<file path="config.mk">
export PLATFORM = sky130hd
export DESIGN_NAME = mux_scan_nx1_flat
export DESIGN_NICKNAME = d
export VERILOG_FILES = /design/src/rtl/mux_scan_pkg.sv /design/src/rtl/mux_scan_nx1_if.sv /design/src/rtl/mux_nx1.sv /design/src/rtl/mux_scan_nx1.sv /design/src/flat_wrapper.sv
export SDC_FILE = /design/constraint.sdc
export NUM_CORES = 1
export LEC_CHECK = 0
export ABC_CLOCK_PERIOD_IN_PS = 2300
export BUFFER_PORTS_ARGS = -buffer_cell sky130_fd_sc_hd__buf_2
export CAP_MARGIN = 25
export CORE_MARGIN = 4
export CORE_UTILIZATION = 48
export DETAILED_ROUTE_END_ITERATION = 10
export HOLD_SLACK_MARGIN = 0.02
export PLACE_DENSITY = 0.75
export SYNTH_ARGS = -nofsm -noshare
export SYNTH_HDL_FRONTEND = slang
export SYNTH_SLANG_ARGS = --single-unit
</file>
<file path="constraint.sdc">
create_clock -name clk -period 2.3 [get_ports clk]
set_input_delay 0.345 -clock clk [delete_from_list [all_inputs] [get_ports clk]]
set_output_delay 0.345 -clock clk [all_outputs]
set_load 0.02 [all_outputs]
</file>
<file path="src/rtl/mux_scan_pkg.sv">
// Shared definitions for the mux_scan_nx1 selector family.
//   mode_e  : encoding of the mode input (manual select / scan)
//   state_e : sequencer states
//   clog2   : ceiling log2 with a floor of 1, for index and counter widths
package mux_scan_pkg;

  typedef enum logic {
    MODE_MANUAL = 1'b0,
    MODE_SCAN   = 1'b1
  } mode_e;

  typedef enum logic [1:0] {
    S_MANUAL = 2'd0,
    S_SCAN   = 2'd1,
    S_HOLD   = 2'd2
  } state_e;

  // Never returns 0, so a 1-channel or 1-cycle configuration still gets a
  // legal 1-bit vector.
  function automatic int clog2(input int n);
    int r;
    r = 0;
    for (int i = 0; i < 31; i++) begin
      if ((1 << i) < n) r = i + 1;
    end
    if (r < 1) r = 1;
    return r;
  endfunction

endpackage

</file>
<file path="src/rtl/mux_scan_nx1_if.sv">
// Bus bundle between a driver and mux_scan_nx1.
//   in_bus  : N_CH*W flattened channels, channel k at [k*W +: W]
//   sel     : manual channel select
//   mode    : 0 = manual, 1 = scan
//   hold    : freezes the scan index and dwell counter
//   out     : registered selected channel
//   cur_sel : index of the channel currently on out
//   wrap    : one-cycle pulse on the first channel-0 cycle after a full sweep
//   ch_mask : per-channel scan enable (only with MUX_SCAN_MASK_EN defined)
// Modports: master = driver side, slave = selector side.
interface mux_scan_nx1_if
  import mux_scan_pkg::*;
#(
  parameter int N_CH = 8,
  parameter int W    = 1
);
  localparam int SEL_W = clog2(N_CH);

  logic [N_CH*W-1:0] in_bus;
  logic [SEL_W-1:0]  sel;
  logic              mode;
  logic              hold;
  logic [W-1:0]      out;
  logic [SEL_W-1:0]  cur_sel;
  logic              wrap;

`ifdef MUX_SCAN_MASK_EN
  logic [N_CH-1:0]   ch_mask;

  modport master (
    output in_bus, sel, mode, hold, ch_mask,
    input  out, cur_sel, wrap
  );

  modport slave (
    input  in_bus, sel, mode, hold, ch_mask,
    output out, cur_sel, wrap
  );
`else
  modport master (
    output in_bus, sel, mode, hold,
    input  out, cur_sel, wrap
  );

  modport slave (
    input  in_bus, sel, mode, hold,
    output out, cur_sel, wrap
  );
`endif

endinterface

</file>
<file path="src/rtl/mux_nx1.sv">
// Combinational N_CH x W channel selector.
//   in_bus : flattened channels, channel k at [k*W +: W]
//   idx    : channel index; any value >= N_CH yields 0
//   y      : selected channel
module mux_nx1 #(
  parameter int N_CH  = 8,
  parameter int W     = 1,
  parameter int SEL_W = 3
) (
  input  logic [N_CH*W-1:0] in_bus,
  input  logic [SEL_W-1:0]  idx,
  output logic [W-1:0]      y
);

  always_comb begin
    y = '0;
    for (int k = 0; k < N_CH; k++) begin
      if (int'(idx) == k) y = in_bus[k*W +: W];
    end
  end

endmodule

</file>
<file path="src/rtl/mux_scan_nx1.sv">
// Registered N_CH-to-1 selector with manual and scanning modes.
//   clk   : system clock
//   reset : synchronous, active-high
//   bus   : mux_scan_nx1_if slave (in_bus, sel, mode, hold -> out, cur_sel, wrap)
// Manual mode presents channel sel one cycle later. Scan mode steps an
// internal index through the channels, DWELL cycles each; hold freezes the
// index and dwell counter while out keeps tracking live data.
// Optional build macro MUX_SCAN_MASK_EN adds bus.ch_mask: the scan skips
// disabled channels, and an all-zero mask parks the index with out forced to 0.
module mux_scan_nx1
  import mux_scan_pkg::*;
#(
  parameter int N_CH  = 8,
  parameter int W     = 1,
  parameter int DWELL = 4
) (
  input  logic          clk,
  input  logic          reset,
  mux_scan_nx1_if.slave bus
);

  localparam int SEL_W = clog2(N_CH);
  localparam int CNT_W = clog2(DWELL);
  localparam logic [CNT_W-1:0] CNT_LAST = CNT_W'(DWELL - 1);

  state_e           state;
  logic [SEL_W-1:0] idx;
  logic [CNT_W-1:0] cnt;
  logic             wrap_pend_p0;
  logic [W-1:0]     out_p1;
  logic [SEL_W-1:0] cur_sel_p1;
  logic             wrap_p1;

  logic             scan_act;
  logic             count_en;
  logic             expire;
  logic [SEL_W-1:0] eff_idx;
  logic [SEL_W-1:0] sel_clamped;
  logic [SEL_W-1:0] nxt_idx;
  logic             nxt_wrap;
  logic             blank;
  logic [W-1:0]     mux_y;

  // Scan/hold only drive the index while mode stays high; dropping mode
  // hands the very next output back to sel.
  always_comb begin
    scan_act    = (state != S_MANUAL) && (bus.mode == MODE_SCAN);
    eff_idx     = scan_act ? idx : bus.sel;
    count_en    = scan_act && !bus.hold;
    expire      = count_en && (cnt == CNT_LAST);
    sel_clamped = (int'(bus.sel) < N_CH) ? bus.sel : '0;
  end

`ifdef MUX_SCAN_MASK_EN
  int off;
  int best;

  // Nearest enabled channel strictly after idx in modular order (idx itself
  // counts as a full lap). Landing at or below idx means the search went
  // through channel 0.
  always_comb begin
    nxt_idx  = idx;
    nxt_wrap = 1'b0;
    off      = 0;
    best     = N_CH + 1;
    for (int j = 0; j < N_CH; j++) begin
      off = j - int'(idx);
      if (off <= 0) off = off + N_CH;
      if (bus.ch_mask[j] && (off < best)) begin
        best     = off;
        nxt_idx  = SEL_W'(j);
        nxt_wrap = (j <= int'(idx));
      end
    end
    blank = scan_act && !(|bus.ch_mask);
  end
`else
  always_comb begin
    if (int'(idx) == N_CH - 1) begin
      nxt_idx  = '0;
      nxt_wrap = 1'b1;
    end else begin
      nxt_idx  = idx + SEL_W'(1);
      nxt_wrap = 1'b0;
    end
    blank = 1'b0;
  end
`endif

  mux_nx1 #(
    .N_CH  (N_CH),
    .W     (W),
    .SEL_W (SEL_W)
  ) u_mux (
    .in_bus (bus.in_bus),
    .idx    (eff_idx),
    .y      (mux_y)
  );

  // p0 -> p1: sequencer update and output registers. wrap_pend_p0 marks that
  // the index just rolled over, so wrap lands on the first channel-0 output.
  always_ff @(posedge clk) begin
    if (reset) begin
      state        <= S_MANUAL;
      idx          <= '0;
      cnt          <= '0;
      wrap_pend_p0 <= 1'b0;
      out_p1       <= '0;
      cur_sel_p1   <= '0;
      wrap_p1      <= 1'b0;
    end else begin
      out_p1       <= blank ? '0 : mux_y;
      cur_sel_p1   <= eff_idx;
      wrap_p1      <= wrap_pend_p0 && scan_act && !blank;
      wrap_pend_p0 <= expire && nxt_wrap;

      unique case (state)
        S_MANUAL: begin
          if (bus.mode == MODE_SCAN) begin
            state <= S_SCAN;
            idx   <= sel_clamped;
            cnt   <= '0;
          end
        end
        S_SCAN, S_HOLD: begin
          if (bus.mode == MODE_MANUAL) state <= S_MANUAL;
          else if (bus.hold)           state <= S_HOLD;
          else                         state <= S_SCAN;
        end
        default: state <= S_MANUAL;
      endcase

      if (count_en) begin
        if (expire) begin
          cnt <= '0;
          idx <= nxt_idx;
        end else begin
          cnt <= cnt + CNT_W'(1);
        end
      end
    end
  end

  assign bus.out     = out_p1;
  assign bus.cur_sel = cur_sel_p1;
  assign bus.wrap    = wrap_p1;

endmodule

</file>
<file path="src/flat_wrapper.sv">
// flat-port wrapper written by rule: the top's interface ports become plain ports
module mux_scan_nx1_flat import mux_scan_pkg::*;
#(
  parameter int N_CH  = 8,
  parameter int W     = 1,
  parameter int DWELL = 4
)
  (clk, reset, bus_in_bus, bus_sel, bus_mode, bus_hold, bus_out, bus_cur_sel, bus_wrap);
  mux_scan_nx1_if #(.N_CH(N_CH), .W(W)) bus_i ();
  input  logic clk;
  input  logic reset;
  input wire logic [$bits(bus_i.in_bus)-1:0] bus_in_bus;
  input wire logic [$bits(bus_i.sel)-1:0] bus_sel;
  input wire logic [$bits(bus_i.mode)-1:0] bus_mode;
  input wire logic [$bits(bus_i.hold)-1:0] bus_hold;
  output wire logic [$bits(bus_i.out)-1:0] bus_out;
  output wire logic [$bits(bus_i.cur_sel)-1:0] bus_cur_sel;
  output wire logic [$bits(bus_i.wrap)-1:0] bus_wrap;
  assign bus_i.in_bus = bus_in_bus;
  assign bus_i.sel = bus_sel;
  assign bus_i.mode = bus_mode;
  assign bus_i.hold = bus_hold;
  assign bus_out = bus_i.out;
  assign bus_cur_sel = bus_i.cur_sel;
  assign bus_wrap = bus_i.wrap;
  mux_scan_nx1 #(.N_CH(N_CH), .W(W), .DWELL(DWELL)) u_core (.clk(clk), .reset(reset), .bus(bus_i));
endmodule
</file>
==> results.cfg, run 1 <==
[routing]
num_vias = 565
vias_per_cell = 5.33
drc = 0
drt_iter0_drc = 8
ant_nets = 0
routed_wl_um = 1290
first_pass_iters = 2
wl_per_cell_um = 12.1

[global_routing]
grt-ovfl-total = 0
grt_pass1_wl_um = 2140
grt_pass1_vias = 527
grt_max_degree = 14
antenna_found_initial = 0
grt_usage_pct = 14.8

[clock_tree]
post_cts_resized = 0
cts.sinks = 13
clk_pin_slew_ns = 0.07
cts-hold-fix-buffers = 0
clk_latency_ns = 0.27
clock-root-buffer = clkbuf_4
htreeDepth = 1
cts_buffers = 3
postCtsSetupBuffers = 0
clk_path_buf_depth = 2
cts_tree = done

[placement]
dpl_cell_area_um2 = 766
dp_cells = 102
gp_congestion = 0.721
hpwl_um = 1060
port_buffers = 19

[finish]
drive_above_1_share_pct = 28.6
final_nets = 112
layout.cells.non_filler = 106
synthToLayoutAreaGrowth_pct = 18.8
final_cell_area_um2 = 792
multi_input_area_um2 = 380
diodes = 0
seqCellArea_um2 = 260
fill_cells = 125

[timing]
setup_tns_ns = 0
final_max_slew_viol_count = 0
relSlewSlack_pct = 74.2
max_clock_freq_ghz = 0.492
finalCritPeriodShare_pct = 88.5
worst_pin_slew_ns = 0.377
rsz0062_at_grt = no
finalSetupViolCount = 0
hold_viol = 0
period_minus_slack_ns = 2.03
fin_skew_ns = 0.00475

[synthesis]
ys_ff_latch = 13
synth_ff_type = dfxtp_1
synthesis.area_um2 = 667
yosysSeqAreaShare_pct = 39.0
synth-edff-count = 0
yosysWarningCount = 0
postSynthNetCount = 90
synth_cells = 70
ys_types = 24
yosys.area.top_type = dfxtp_1
avgSynthCellArea_um2 = 9.53
synth.area.top_cells = dfxtp_1 (39%), mux2i_1 (12%), ha_1 (9.4%)
yosysTopAreaCellShare_pct = 39.0
synthArstFlopShare_pct = 0

[power_and_ir_drop]
pwr-share-seq_pct = 51.9
p_leak_nw = 0.389
swShare_pct = 26.2
power_density_nw_per_um2 = 593
internal-power_w = 0.000347
ir_drop_v = 0.000372
power.switching_w = 0.000123
clkPwrFrac_pct = 28.9
combPwrFrac_pct = 19.1

[setup_path]
worst-setup-path-type = reg2reg
crit_chain = inv_1, ha_1, nand2b_1, mux2i_4, mux2i_1, mux2i_1, a22o_1
cpPeakStageDelay_ns = 0.39
cp-start-kind = flop
cp_common_cell = mux2i_1
worst_ep_required_time_ns = 2.47
critPathMaxFanout = 7
end_kind = flop
cp_slowest_cell = mux2i_4
cp_data_arrival_time_ns = 2.20

[floorplanning]
die_y_um = 45.3
start_util_pct = 51.3
core-area_um2 = 1300
io_pins = 20
rows = 13
die_w_um = 45.3
dieArea_um2 = 2050

[run_status]
status = finished clean

[job]
maxCapViolCount = 0

[min_path]
hold_class = in2reg
-- routing by layer --
metal / vias up / wire length, µm / global-route usage [%] / part of all wire, %
met5: - / 0 / 0 / 0
met4: 0 / 18 / 7.02 / 1.4
met2: 9 / 644 / 24.6 / 50
met3: 2 / 66 / 6.37 / 5.1
li1: 290 / - / - / -
met1: 264 / 556 / 16.0 / 43
-- through the flow --
stage | hold WS [ns] | power [W] | setup WS, ns | util (%)
final | 0.386 | 0.000470 | 0.266 | 60.9
after global routing | 0.406 | 0.000497 | 0.111 | 60.9
after CTS | 0.388 | 0.000476 | 0.262 | 60.9
after detailed placement | 0.456 | 0.000340 | 0.276 | 58.8
after global placement | 0.459 | 0.000337 | 0.344 | 58.8
after floorplan | 0.417 | 0.000312 | 0.536 | -
-- synth_stat cells, drive strengths merged, types with 2 or more instances --
cell	number
ha	5
a21oi	6
dfxtp	13
mux2i	9
nor2	10
nand4b	2
inv	3
nor3b	2
nand2	6
mux2	2
-- area by class of cell --
| type | instances | share of cell area (%) |
|---|---|---|
| tap | 15 | 2.37 |
| timing repair buffer | 19 | 12.0 |
| multi-input combinational | 52 | 48.0 |
| sequential | 13 | 32.9 |
| inverter | 3 | 1.42 |
| clock buffer | 4 | 3.32 |
-- registers in the layout (all words and copies together), names as in the netlist --
signal and flops:
u_core.bus.wrap 1, u_core.bus.out 1, u_core.idx 3, u_core.cnt 2, u_core.bus.cur_sel 3, u_core.wrap_pend_p0 1
u_core.state 2
-- kinds of logic after synthesis --
group / share of synthesized area [%]
multiplexers: 18.8
AO/OA/AOI/OAI: 9.01
adder cells (fa/ha/maj): 9.38
flip-flops: 39.0
AND/OR/NAND/NOR: 19.9
buffers and inverters: 3.94
-- power groups by stage --
stage | combinational [W] | sequential, W | clock [W]
3_3_place_gp | 0.0000885 | 0.000248 | 0
2_1_floorplan | 0.0000564 | 0.000255 | 0
3_5_place_dp | 0.0000911 | 0.000249 | 0
4_1_cts | 0.0000913 | 0.000244 | 0.000141
6_report | 0.0000899 | 0.000244 | 0.000136
5_1_grt | 0.000102 | 0.000245 | 0.000151
-- critical path: cells and delay by family (launching register included) --
family | cells | cell delay [ns]
AOI/OAI and AO/OA | 1 | 0.24
adders and majority gates | 1 | 0.25
DFF | 1 | 0.33
muxes | 3 | 0.70
and+or+nand+nor | 1 | 0.35
buffers and inverters | 1 | 0.06
-- final timing paths --
path,startpoint,endpoint,slack [ns],depth (start not counted)
worst min-delay path,bus_sel[2],u_core.idx[2],0.39,3
worst min register to register,u_core.wrap_pend_p0,u_core.bus.wrap,0.47,1
worst max-delay path,u_core.state[1],u_core.bus.out,0.27,7
worst max register to register,u_core.state[1],u_core.bus.out,0.27,7
-- placed cells by master (no fill, tap or decap), drive strengths merged, types with 2 or more instances in the layout --
cell	netlist	final
a21oi	6	6
buf	1	19
clkbuf	1	4
dfxtp	13	13
ha	5	5
inv	3	3
mux2	2	2
mux2i	9	9
nand2	6	6
nand4b	2	2
nor2	10	10
nor3b	2	2
(Power assumes the default switching activity.)
==> inputs of run 2 (changes only) <==
CORE_MARGIN = unset   (was 4)
==> run 2 against run 1 <==
Net effect:
- non-clock buffer count unchanged
- die area down 25%
- wire length is 6.0% lower
- sequential share of layout area unchanged
- via count down 3.5%
- flip-flop and latch count did not move
- critical path depth unchanged
- cell count unchanged
- combinational power about the same
- largest power group unchanged
==> results.cfg, run 2 (synthesis results as in run 1) <==
[finish]
final_common_cell = buf_2
multi_input_area_um2 = 380
final_nets = 112
seqCellArea_um2 = 260
diodes = 0
drive_above_1_share_pct = 28.6
synthToLayoutAreaGrowth_pct = 18.8
utilization_pct = 60.9
fill_cells = 127
layout_common_cells = buf_2 (19), dfxtp_1 (13), nor2_1 (9), mux2i_1 (8)

[global_routing]
grt_usage_pct = 17.4
grt_pass1_wl_um = 1670
grt_max_degree = 14
grt-ovfl-total = 0
grt_pass1_vias = 417
antenna_found_initial = 0

[clock_tree]
cts-hold-fix-buffers = 0
cts.sinks = 13
clock-root-buffer = clkbuf_4
cts_buffers = 3
cts_tree = done
post_cts_resized = 0
htreeDepth = 1
clk_path_buf_depth = 2
postCtsSetupBuffers = 0
clk_latency_ns = 0.28
clk_pin_slew_ns = 0.07

[timing]
finalCritPeriodShare_pct = 90.4
layout_setup_ws_ns = 0.221
setup_tns_ns = 0
final_max_slew_viol_count = 0
rsz0062_at_grt = no
fin_skew_ns = 0.00313
hold_viol = 0
worst_pin_slew_ns = 0.383
period_minus_slack_ns = 2.08
relSlewSlack_pct = 73.7
finalSetupViolCount = 0
max_clock_freq_ghz = 0.481

[setup_path]
cp_top_family = multiplexers
cp_data_arrival_time_ns = 2.25
end_kind = flop
startpoint = u_core.state[1]
cp_slowest_cell = mux2i_4
cp_common_cell = mux2i_1
r2r_start = u_core.state[1]
critPathMaxFanout = 7
worst-setup-path-type = reg2reg
cpPeakStageDelay_ns = 0.40
path_buf_inv = 1
crit_chain = inv_1, ha_1, nand2b_1, mux2i_4, mux2i_1, mux2i_1, a22o_1
cp-start-kind = flop
worst_ep_required_time_ns = 2.47

[routing]
met3_length_um = 54
ant_nets = 0
num_vias = 545
routed-wl-met2_um = 562
routed_wl_um = 1210
vias_per_cell = 5.14
first_pass_iters = 4
wl_per_cell_um = 11.4
routedLengthMet1_um = 571
drt_iter0_drc = 14
maxUsedRoutingLayer = met4
drc = 0

[min_path]
hold_class = in2reg
min_from = bus_sel[2]

[power_and_ir_drop]
p_leak_nw = 0.389
power_density_nw_per_um2 = 594
ir_drop_v = 0.000448

[floorplanning]
die_y_um = 39.3
dieArea_um2 = 1540
die_w_um = 39.3
start_util_pct = 51.3
rows = 13
io_pins = 20
core-area_um2 = 1300

[placement]
gp_congestion = 0.795
port_buffers = 19
pre_cts_slack_ns = 0.242
hpwl_um = 968

[run_status]
status = finished clean

[job]
maxCapViolCount = 0
run 2: cell counts in the layout (fill, tap and decap cells not counted):
No cell type changed its count.
run 2: per-layer routing:
metal	GRT usage, %	up-vias
met2	22.9	9
met1	22.3	241
met5	0	-
met3	10.2	4
met4	7.76	0
li1	-	291
run 2: worst min-delay path, stage by stage:
cell and delay (ns):
buf_2 0.11, nand3_1 0.08, a311oi_1 0.08
run 2: through the flow:
| step | power, W | std cells | hold slack (ns) | area (µm²) |
|---|---|---|---|---|
| floorplan | 0.000312 | 70 | 0.417 | 667 |
| global placement | 0.000337 | 102 | 0.456 | 766 |
| detailed placement | 0.000340 | 102 | 0.460 | 766 |
| CTS | 0.000476 | 106 | 0.373 | 792 |
| global route | 0.000498 | 106 | 0.379 | 792 |
| finish | 0.000470 | 106 | 0.382 | 792 |
run 2: cell type report:
cell class | instances | area share (%)
clock buffer | 4 | 3.32
inverter | 3 | 1.42
multi-input combinational | 52 | 48.0
sequential | 13 | 32.9
tap | 15 | 2.37
timing repair buffer | 19 | 12.0
run 2: worst paths after layout:
path | end | slack, ns | cells after the start
setup reg to reg | u_core.bus.out | 0.22 | 7
setup / recovery | u_core.bus.out | 0.22 | 7
hold / removal | u_core.idx[2] | 0.38 | 3
hold reg to reg | u_core.bus.wrap | 0.48 | 1
run 2: where the power goes:
group / switching (W) / leakage (nW) / internal (W)
clock network: 0.0000689 / 0.0150 / 0.0000674
registers: 0.00000667 / 0.107 / 0.000237
logic: 0.0000479 / 0.268 / 0.0000423
total: 0.000123 / 0.389 / 0.000347
==> inputs of run 3 (changes only) <==
CORE_UTILIZATION = 51   (was 48)
CTS_BUF_LIST = sky130_fd_sc_hd__clkbuf_4   (was unset)
PLACE_DENSITY = 0.79   (was 0.75)
==> run 3 against run 2 <==
Net effect:
- non-clock buffer count unchanged
- combinational power grew 1%
- maximum frequency fell by 0.82%
- core utilization grew 7.9 points
- die area down 5.6%
- wire length increased by 2.2%
- total power increased by 3.2%
- flip-flop and latch count unchanged
- clock power is 10% higher
- via count is 0.18% lower
- critical endpoint unchanged
- largest cell class unchanged
- highest routed layer unchanged
==> results.cfg, run 3 (synthesis results as in run 1) <==
[power_and_ir_drop]
pwr-share-seq_pct = 50.2
swShare_pct = 26.1
power_density_nw_per_um2 = 610
clkPwrFrac_pct = 31.0
combPwrFrac_pct = 18.8
internal-power_w = 0.000358
power.switching_w = 0.000127
ir_drop_v = 0.000317
p_leak_nw = 0.393

[job]
maxCapViolCount = 0

[setup_path]
worst-setup-path-type = reg2reg
r2r_start = u_core.state[0]
r2r_cells = 7
r2r_end = u_core.bus.out
cp_data_arrival_time_ns = 2.27
critPathMaxFanout = 7
rrSetupSlack_ns = 0.20
cp-start-kind = flop
crit_path_end = u_core.bus.out
end_kind = flop
startpoint = u_core.state[0]
worst_ep_required_time_ns = 2.47

[floorplanning]
dieArea_um2 = 1460
start_util_pct = 57.7
core-area_um2 = 1160
die_w_um = 38.2
rows = 12
die_y_um = 38.2
io_pins = 20

[timing]
rsz0062_at_grt = no
worst_pin_slew_ns = 0.370
relSlewSlack_pct = 74.6
hold_viol = 0
finalCritPeriodShare_pct = 91.1
final_max_slew_viol_count = 0
finalSetupViolCount = 0
fin_skew_ns = 0.00158
period_minus_slack_ns = 2.10
max_clock_freq_ghz = 0.477
setup_tns_ns = 0

[placement]
port_buffers = 19
gp_congestion = 0.753
hpwl_um = 971
dp_cells = 101

[finish]
drive_above_1_share_pct = 29.7
layout.cells.non_filler = 105
final_nets = 112
layout_common_cells = buf_2 (19), dfxtp_1 (13), nor2_1 (9), mux2i_1 (8)
fill_cells = 91
synthToLayoutAreaGrowth_pct = 19.1
final_common_cell = buf_2
diodes = 0

[routing]
vias_per_cell = 5.18
wl_per_cell_um = 11.8
drc = 0
drt_iter0_drc = 11
first_pass_iters = 3
num_vias = 544
ant_nets = 0
routed_wl_um = 1230

[global_routing]
antenna_found_initial = 0
grt_pass1_wl_um = 2010
grt_pass1_vias = 463
grt_max_degree = 14
grt-ovfl-total = 0
grt_usage_pct = 20.6

[clock_tree]
htreeDepth = 1
cts.sinks = 13
postCtsSetupBuffers = 0
clk_path_buf_depth = 2
clock-root-buffer = clkbuf_4
post_cts_resized = 0
cts_buffers = 3
clk_pin_slew_ns = 0.07
clk_latency_ns = 0.28
cts_tree = done
cts-hold-fix-buffers = 0

[min_path]
hold_class = in2reg

[run_status]
status = finished clean
run 3: cell counts in the layout (fill, tap and decap cells not counted):
No cell type changed its count.
run 3: cell type report:
cell class | instances | area (µm²) | area share, %
clock buffer | 4 | 30.0 | 3.78
inverter | 3 | 11.3 | 1.42
multi-input combinational | 52 | 380 | 47.9
sequential | 13 | 260 | 32.8
tap | 14 | 17.5 | 2.20
timing repair buffer | 19 | 95.1 | 12.0
run 3: how the worst min path moves through the flow:
stage | start | end | slack (ns) | cells after the start
3_5_place_dp | u_core.wrap_pend_p0 | u_core.bus.wrap | 0.45 | 1
6_report | reset | u_core.bus.cur_sel[1] | 0.39 | 2
3_3_place_gp | u_core.wrap_pend_p0 | u_core.bus.wrap | 0.46 | 1
4_1_cts | bus_sel[2] | u_core.idx[2] | 0.38 | 3
2_1_floorplan | reset | u_core.idx[2] | 0.42 | 1
5_1_grt | reset | u_core.bus.cur_sel[1] | 0.40 | 2
run 3: power by group through the flow:
stage	sequential, W	clock, W	combinational [W]
final	0.000244	0.000150	0.0000912
after global routing	0.000245	0.000168	0.000101
after CTS	0.000243	0.000157	0.0000915
after detailed placement	0.000249	0	0.0000912
after global placement	0.000249	0	0.0000888
after floorplan	0.000255	0	0.0000564
run 3: through the flow:
| stage | hold WS (ns) | setup WS [ns] | total power, W | area (µm²) | utilization [%] |
|---|---|---|---|---|---|
| 6_report | 0.394 | 0.204 | 0.000485 | 795 | 68.7 |
| 5_1_grt | 0.398 | 0.0907 | 0.000515 | 795 | 68.7 |
| 3_5_place_dp | 0.453 | 0.200 | 0.000340 | 764 | 66.1 |
| 4_1_cts | 0.380 | 0.189 | 0.000492 | 795 | 68.7 |
| 2_1_floorplan | 0.417 | 0.536 | 0.000312 | 667 | - |
| 3_3_place_gp | 0.459 | 0.326 | 0.000337 | 764 | 66.1 |
run 3: layer usage:
layer	track usage, %	wire length, µm	vias to the layer above
met3	5.23	58	3
met1	28.0	582	238
met5	0	0	-
met4	10.7	22	0
li1	-	-	292
met2	29.7	572	11
run 3: critical path: stages, from the launching register on:
cell and delay [ns]:
dfxtp_1 0.33, inv_1 0.06, ha_1 0.26, nand2b_1 0.36
mux2i_4 0.40, mux2i_1 0.24, mux2i_1 0.10, a22o_1 0.24
